## config.mk

```make
export PLATFORM = sky130hd
export DESIGN_NAME = seq_shifter
export DESIGN_NICKNAME = d
export VERILOG_FILES = /design/src/rtl/seq_shifter.sv
export SDC_FILE = /design/constraint.sdc
export NUM_CORES = 1
export LEC_CHECK = 0
export ABC_AREA = 0
export ABC_CLOCK_PERIOD_IN_PS = 1800
export BUFFER_PORTS_ARGS = -buffer_cell sky130_fd_sc_hd__buf_2
export CAP_MARGIN = 20
export CORE_MARGIN = 1.5
export CORE_UTILIZATION = 48
export CTS_BUF_LIST = sky130_fd_sc_hd__clkbuf_4 sky130_fd_sc_hd__clkbuf_8
export CTS_CLUSTER_DIAMETER = 50
export CTS_CLUSTER_SIZE = 20
export DETAILED_ROUTE_END_ITERATION = 16
export GPL_ROUTABILITY_DRIVEN = 1
export PLACE_DENSITY = 0.78
export SLEW_MARGIN = 20
export SYNTH_ARGS = -nofsm -noshare
export SYNTH_HDL_FRONTEND = slang
export SYNTH_SLANG_ARGS = --single-unit
```

## constraint.sdc

```tcl
create_clock -name clk -period 1.8 [get_ports clk]
set_clock_uncertainty 0.2 [all_clocks]
set_input_delay 0.36 -clock clk [delete_from_list [all_inputs] [get_ports clk]]
set_output_delay 0.36 -clock clk [all_outputs]
set_load 0.02 [all_outputs]
```

## src/rtl/seq_shifter.sv

```systemverilog
// -----------------------------------------------------------------------------
// seq_shifter
//   Multi-cycle, variable-amount shifter. It applies pass, LSL, LSR or ASR to
//   a WIDTH-bit operand by 0..(2**CNTW - 1) positions, moving one bit per clock.
//   A start/done handshake controls it. The controller stalls on busy while
//   the shift runs.
//
// Ports:
//   clk    in   rising-edge clock (only clock)
//   reset  in   synchronous, active-high reset (overrides start)
//   start  in   request, accepted only in IDLE or DONE
//   op     in   2  00 pass, 01 LSL (0-fill), 10 LSR (0-fill), 11 ASR (MSB-fill)
//   amt    in   CNTW  shift count
//   ain    in   WIDTH operand
//   out    out  WIDTH result register
//   busy   out  high while in SHIFT
//   done   out  one-cycle pulse in DONE, when out holds the final result
// -----------------------------------------------------------------------------
module seq_shifter #(
  parameter int WIDTH = 16,
  parameter int CNTW  = 4
) (
  input  logic             clk,
  input  logic             reset,
  input  logic             start,
  input  logic [1:0]       op,
  input  logic [CNTW-1:0]  amt,
  input  logic [WIDTH-1:0] ain,
  output logic [WIDTH-1:0] out,
  output logic             busy,
  output logic             done
);

  typedef enum logic [1:0] {
    S_IDLE  = 2'd0,
    S_SHIFT = 2'd1,
    S_DONE  = 2'd2
  } state_t;

  localparam logic [1:0] OP_PASS = 2'b00;
  localparam logic [1:0] OP_LSL  = 2'b01;
  localparam logic [1:0] OP_LSR  = 2'b10;
  localparam logic [1:0] OP_ASR  = 2'b11;

  state_t           state_q, state_d;
  logic [WIDTH-1:0] out_q,   out_d;
  logic [1:0]       op_q,    op_d;
  logic [CNTW-1:0]  cnt_q,   cnt_d;

  // One 1-bit step of the selected operation. Bits that move past either end
  // are discarded.
  function automatic logic [WIDTH-1:0] shift_step(input logic [1:0]       sel,
                                                  input logic [WIDTH-1:0] val);
    logic [WIDTH-1:0] res;
    case (sel)
      OP_LSL:  res = {val[WIDTH-2:0], 1'b0};
      OP_LSR:  res = {1'b0, val[WIDTH-1:1]};
      OP_ASR:  res = {val[WIDTH-1], val[WIDTH-1:1]};
      default: res = val;  // pass never reaches SHIFT
    endcase
    return res;
  endfunction

  // Next-state and datapath logic. By default every register holds its value.
  always_comb begin
    state_d = state_q;
    out_d   = out_q;
    op_d    = op_q;
    cnt_d   = cnt_q;
    case (state_q)
      S_IDLE, S_DONE: begin
        if (start) begin
          // Inputs are captured only on this edge. Later changes to them have
          // no effect.
          out_d = ain;
          op_d  = op;
          cnt_d = amt;
          if ((op == OP_PASS) || (amt == {CNTW{1'b0}})) begin
            state_d = S_DONE;
          end else begin
            state_d = S_SHIFT;
          end
        end else if (state_q == S_DONE) begin
          state_d = S_IDLE;
        end else begin
          state_d = S_IDLE;
        end
      end
      S_SHIFT: begin
        // start is ignored here. It is not queued.
        out_d = shift_step(op_q, out_q);
        cnt_d = cnt_q - {{(CNTW-1){1'b0}}, 1'b1};
        if (cnt_q == {{(CNTW-1){1'b0}}, 1'b1}) begin
          state_d = S_DONE;
        end else begin
          state_d = S_SHIFT;
        end
      end
      default: begin
        state_d = S_IDLE;
      end
    endcase
  end

  // State and datapath registers. Reset wins over any request.
  always_ff @(posedge clk) begin
    if (reset) begin
      state_q <= S_IDLE;
      out_q   <= {WIDTH{1'b0}};
      op_q    <= 2'b00;
      cnt_q   <= {CNTW{1'b0}};
    end else begin
      state_q <= state_d;
      out_q   <= out_d;
      op_q    <= op_d;
      cnt_q   <= cnt_d;
    end
  end

  // Status is decoded from registered state only, never from inputs.
  assign out  = out_q;
  assign busy = (state_q == S_SHIFT);
  assign done = (state_q == S_DONE);

endmodule

```

==> results of run 1 <==
cells in the final DEF (no fill, tap or decap), types with 2 or more instances in the layout:
cell	instances
dfxtp_1	21
o211ai_1	3
buf_4	13
buf_2	41
o2111ai_1	9
nand3_1	4
ha_1	5
o41ai_2	8
or3_1	3
o32ai_1	5
a211oi_1	10
clkbuf_4	3
inv_1	13
dfxtp_2	3
o21ai_0	8
a31oi_1	2
o211a_1	4
nor2_1	12
nor2b_1	9
a21oi_1	5
o311a_1	4
nand2_1	9
critical path: stages (launching register included):
cell and delay, ps:
dfxtp_1 370, buf_4 220, inv_1 100, ha_1 170
nor2_1 70, o311a_1 310, a311oi_1 240
power groups by stage:
| stage | Combinational [W] | Sequential [W] | Clock, W |
|---|---|---|---|
| 3_5_place_dp | 0.000448 | 0.000647 | 0 |
| 2_1_floorplan | 0.000266 | 0.000684 | 0 |
| 6_report | 0.000496 | 0.000639 | 0.000290 |
| 5_1_grt | 0.000533 | 0.000647 | 0.000322 |
| 4_1_cts | 0.000457 | 0.000637 | 0.000299 |
| 3_3_place_gp | 0.000435 | 0.000643 | 0 |
per-layer routing:
metal / global-route usage, % / vias up / share of wire [%]
met5: 0 / - / 0
met4: 7.64 / 0 / 0.39
met3: 2.42 / 2 / 8.7
met2: 37.9 / 71 / 49
met1: 32.0 / 748 / 42
li1: - / 746 / -
logic make-up after synthesis:
family	count (synthesis)	synth area share, %
fa+ha+maj	5	4.24
flops	24	32.5
buf+inv	31	9.75
compound gates	67	38.5
simple gates	45	15.0
Yosys cell counts, drive strengths merged:
library cell | n | share of area [%]
nor2b | 10 | 4.2
o311a | 4 | 2.7
inv | 14 | 3.6
o21a | 2 | 1.5
buf | 10 | 4.4
nor3 | 1 | 0.34
o2111ai | 9 | 5.3
o211ai | 3 | 1.5
o21ai | 8 | 2.7
a21oi | 5 | 1.7
or3 | 3 | 1.3
a211oi | 10 | 5.1
o32ai | 5 | 3.0
a2bb2oi | 1 | 0.59
o41ai | 9 | 7.9
a311oi | 1 | 0.59
nor4 | 1 | 0.42
clkbuf | 7 | 1.8
o32a | 1 | 0.68
nor2 | 13 | 3.3
a32oi | 1 | 0.59
dfxtp | 24 | 33
nor3b | 1 | 0.51
nand2b | 2 | 0.85
o31ai | 1 | 0.51
ha | 5 | 4.2
and2 | 1 | 0.42
a22oi | 1 | 0.51
o211a | 4 | 2.7
nand3 | 4 | 1.4
a31oi | 2 | 0.85
nand2 | 9 | 2.3
through the flow:
stage          worst slack, ps  power, W
3_5_place_dp              25.9   0.00109
3_3_place_gp              91.9   0.00108
2_1_floorplan             71.6  0.000950
6_report                  44.5   0.00143
4_1_cts                   22.0   0.00139
5_1_grt                  -24.5   0.00150
state kept, by name, summed over array words and instances (netlist names):
name / cells
op_q: 2
out: 16
state_q: 2
cnt_q: 4
layout make-up:
| type | count | area share [%] |
|---|---|---|
| Clock buffer | 4 | 1.94 |
| Inverter | 14 | 2.95 |
| Multi-Input combinational cell | 118 | 47.9 |
| Sequential cell | 24 | 25.9 |
| Tap cell | 31 | 2.07 |
| Timing Repair Buffer | 57 | 19.2 |
final timing paths:
kind              slack [ps]  cells after the start      from  endpoint
setup / recovery          40                      6   op_q[1]   out[15]
setup reg to reg          40                      6   op_q[1]   out[15]
hold / removal            80                      3     op[0]   op_q[0]
hold reg to reg          310                      2  cnt_q[1]  cnt_q[1]
what timing repair did:
| action | 4_1_cts | 5_1_grt |
|---|---|---|
| hold buffers | 0 | 0 |
| setup endpoints to repair | 2 | 13 |
| resized for setup | 6 | 8 |
| pin swaps | 0 | 3 |
| setup buffers | 0 | 2 |
| cloned | 0 | 2 |
==> metrics, run 1 <==
final wirelength=4100 um; dpl cells=240; layout cell share with drive strength beyond 1=35.9%; PortBufs=42; synth warn=0; Cells after Synth=172; Fin Setup TNS=0 ps; Design Area, Final=1870 um2; crit share post-route=97.5%; initial antenna violation count=0; global-route wire length before repair=6200 um; area of the multi-input gates=896 um2; Reg power frac=44.8%; DRT Pass-1 Iters=4; die height=58.5 um; max cap viols=0; synthesis-stage register bit count=24; syn avg cell area=8.58 um2; Sw Share=35.3%; Peak Freq=570 MHz; Clk network pwr share=20.4%; Psw=0.000504 W; Skew-Pair Late Insertion Delay=310 ps; DRC=0; non-filler cells, final=248; H-tree depth=1; CP endpoint kind=register; status=finished clean; Placer Congestion=0.841; via count=1567; Worst VDD drop=0.000360 V; CTS tree=done; vias in the first global route=1401; Finished Core Util=66.1%; Vias/cell=6.32; critical path class=register to register; Internal=0.000922 W; Area after DPL=1740 um2; Core Box Area=2830 um2; # rows=19; grt ovf=0; Worst Path Required=1830 ps; I/O Pins=43; post-synthesis sequential area ratio=32.5%; crit path time final=1760 ps; CP max FO=21; pin count of the biggest net entering global routing=24; fin. max-slew vios=0; All-Layer GR Usage=23.2%; clock slew at reported path FFs=130 ps; initial core utilization=52.2%; Max Root-Sink Buffers=2; post-synthesis cell type count=37; Relative slew margins=70.7%; Final HPWL DP=2780 um; synthesized cell area=1480 um2; hold_ws=81.5 ps; synth-to-layout area growth=26.6%; Root Buffer=clkbuf_4; Net Count, Synth=202; DRT antenna net count=0; die area=3420 um2; RSZ-0062 raised after global routing=yes; power density over the cells=763 nW/um2; crit path launch type=register; Final nets=248; number of hold violations in the final report=0; Clock Sink Count=24; HP Class=input pin to register; total CTS buffers=3; worst path arrival time=1790 ps; Reg area=484 um2; Die Wd=58.5 um; worst-margin pin slew=438 ps; drt wl/cell=16.5 um; FILL cells=242; Final setup viols=0; initial DRC count=82; Ant. Diodes=0; Leak=0.849 nW; Logic pwr share=34.8%
(Power assumes the default switching activity.)
==> run 2, diff against run 1 <==
--- a/config.mk
+++ b/config.mk
@@ -9,6 +9,7 @@
 export ABC_CLOCK_PERIOD_IN_PS = 1800
 export BUFFER_PORTS_ARGS = -buffer_cell sky130_fd_sc_hd__buf_2
 export CAP_MARGIN = 20
+export CORE_ASPECT_RATIO = 1.5
 export CORE_MARGIN = 1.5
 export CORE_UTILIZATION = 48
 export CTS_BUF_LIST = sky130_fd_sc_hd__clkbuf_4 sky130_fd_sc_hd__clkbuf_8
@@ -17,6 +18,7 @@
 export DETAILED_ROUTE_END_ITERATION = 16
 export GPL_ROUTABILITY_DRIVEN = 1
 export PLACE_DENSITY = 0.78
+export SETUP_SLACK_MARGIN = 0.4
 export SLEW_MARGIN = 20
 export SYNTH_ARGS = -nofsm -noshare
 export SYNTH_HDL_FRONTEND = slang
==> run 2 against run 1 <==
Net effect: global-route usage is 4.6 points higher; sequential power rose by 3%; combinational power rose by 25%; die area increased by 0.21%; via count grew 6.1%; utilization up 9.1 points.
==> metrics, run 2 (synthesis results as in run 1) <==
Worst VDD drop=0.000604 V (+68%); pin count of the biggest net entering global routing=25 (+4.2%); Peak Freq=592 MHz (+3.9%); Clock Sink Count=24 (unchanged); Total Power=0.00164 W (+15%); crit path launch type=register; Max Root-Sink Buffers=2 (unchanged); Root Buffer=clkbuf_8; Ant. Diodes=0 (unchanged); die height=70.9 um (+21%); HP Class=input pin to register; final wirelength=4930 um (+20%); Core Box Area=2910 um2 (+3.0%); min-delay src=ain[15]; Finished Core Util=75.1% (+9.1 points); most frequent cells in the layout=buf_2, buf_4, dfxtp_2; critical path class=register to register; Leak=0.950 nW (+12%); pre-CTS setup slack=13.5 ps (-12.3 ps); fin. max-slew vios=0 (unchanged); Relative slew margins=61.6% (-9.1 points); Die Wd=48.3 um (-17%); total CTS buffers=3 (unchanged); hold path depth=3 (unchanged); layout cell share with drive strength beyond 1=55.1% (+19 points); RSZ-0062 raised after global routing=yes; # rows=24 (+5); crit share post-route=93.9% (-3.6 points); vias in the first global route=1615 (+15%); crit path time final=1690 ps (-65.6 ps); launch point of the worst path=op_q[0]; initial antenna violation count=0 (unchanged); FF-to-FF path depth=7 (+1); status=finished clean; All-Layer GR Usage=27.8% (+4.6 points); synth-to-layout area growth=48.2%; Worst Path Required=1750 ps (-80 ps); DRC=0 (unchanged); hold_ws=149 ps (+67.8 ps); Final nets=258 (+4.0%); Placer Congestion=0.836 (-0.49%); max reg flops=16 (unchanged); CTS tree=done; DRT Pass-1 Iters=4 (unchanged); commonest non-fill, non-tap cell in the layout=buf_2; Skew-Pair Late Insertion Delay=270 ps (-40 ps); die area=3420 um2 (+0.21%); Final HPWL DP=2810 um (+1.2%); power density over the cells=751 nW/um2 (-1.5%); Final setup viols=0 (unchanged); Hold Buf Count CTS=0 (unchanged); CP max FO=4 (-81%); global-route wire length before repair=7100 um (+15%); number of hold violations in the final report=0 (unchanged); CP endpoint kind=register; reg-to-reg startpoint=op_q[0]; grt ovf=0 (unchanged); clock slew at reported path FFs=90 ps (-40 ps); Vias/cell=6.25 (-1.1%); initial core utilization=50.7% (-1.5 points); max cap viols=0 (unchanged); worst-margin pin slew=575 ps (+137 ps); H-tree depth=1 (unchanged); via count=1663 (+6.1%); PortBufs=42 (unchanged); worst path arrival time=1640 ps (-150 ps); final setup margin=110 ps (+65.6 ps); I/O Pins=43 (unchanged); Fin Setup TNS=0 ps (unchanged); drt wl/cell=18.5 um (+12%); initial DRC count=54 (-34%); DRT antenna net count=0 (unchanged)
## run 2: changes by cell type in the layout (fill, tap and decap cells not counted), moves of 4 or more
| cell | change |
|---|---|
| dfxtp_1 | -13 |
| o2111ai_1 | -5 |
| buf_2 | -7 |
| inv_1 | -4 |
| dfxtp_2 | +10 |
| o32ai_2 | +5 |
| buf_6 | +7 |
| o32ai_1 | -5 |
| buf_4 | +10 |
| o2111ai_2 | +5 |
## run 2: power breakdown
group	total, W	switching (W)	leakage [nW]	internal (W)
logic	0.000619	0.000337	0.716	0.000283
registers	0.000656	0.0000633	0.205	0.000592
clock network	0.000368	0.000173	0.0288	0.000195
total	0.00164	0.000573	0.950	0.00107
## run 2: final cells by class
| class | count | area [um2] |
|---|---|---|
| multi-input cells | 118 | 1040 |
| fillers | 213 | 724 |
| flip-flops and latches | 24 | 508 |
| repair buffers | 67 | 478 |
| inverters | 14 | 57.6 |
| clock buffers | 4 | 55.1 |
| well taps | 39 | 48.8 |
## run 2: through the flow
step | cells | area [um2]
floorplan | 172 | 1550
global placement | 245 | 1770
detailed placement | 245 | 1770
CTS | 260 | 2030
global route | 266 | 2190
finish | 266 | 2190
## run 2: repair_timing
item | in CTS | in global routing
setup buffers | 10 | 4
gates cloned | 1 | 2
setup endpoints to repair | 29 | 36
pin swaps | 8 | 7
gates resized for setup | 30 | 31
## run 2: worst max-delay path, cell delays in order (launching register included)
cell	delay, ps
dfxtp_4	390
inv_2	50
ha_4	200
nor2b_4	140
buf_6	120
buf_4	140
o2111ai_1	230
o41ai_2	110
## run 2: worst paths after layout
kind	endpoint	slack [ps]
max	out[3]	110
min	out[15]	150
max reg2reg	out[3]	110
min reg2reg	cnt_q[1]	300
## run 2: layer usage
| metal | track usage [%] | vias to the layer above | routed length (um) |
|---|---|---|---|
| met4 | 10.8 | 0 | 118 |
| met1 | 35.0 | 806 | 2010 |
| met5 | 0 | - | 0 |
| li1 | - | 769 | - |
| met3 | 4.34 | 15 | 202 |
| met2 | 45.0 | 73 | 2600 |
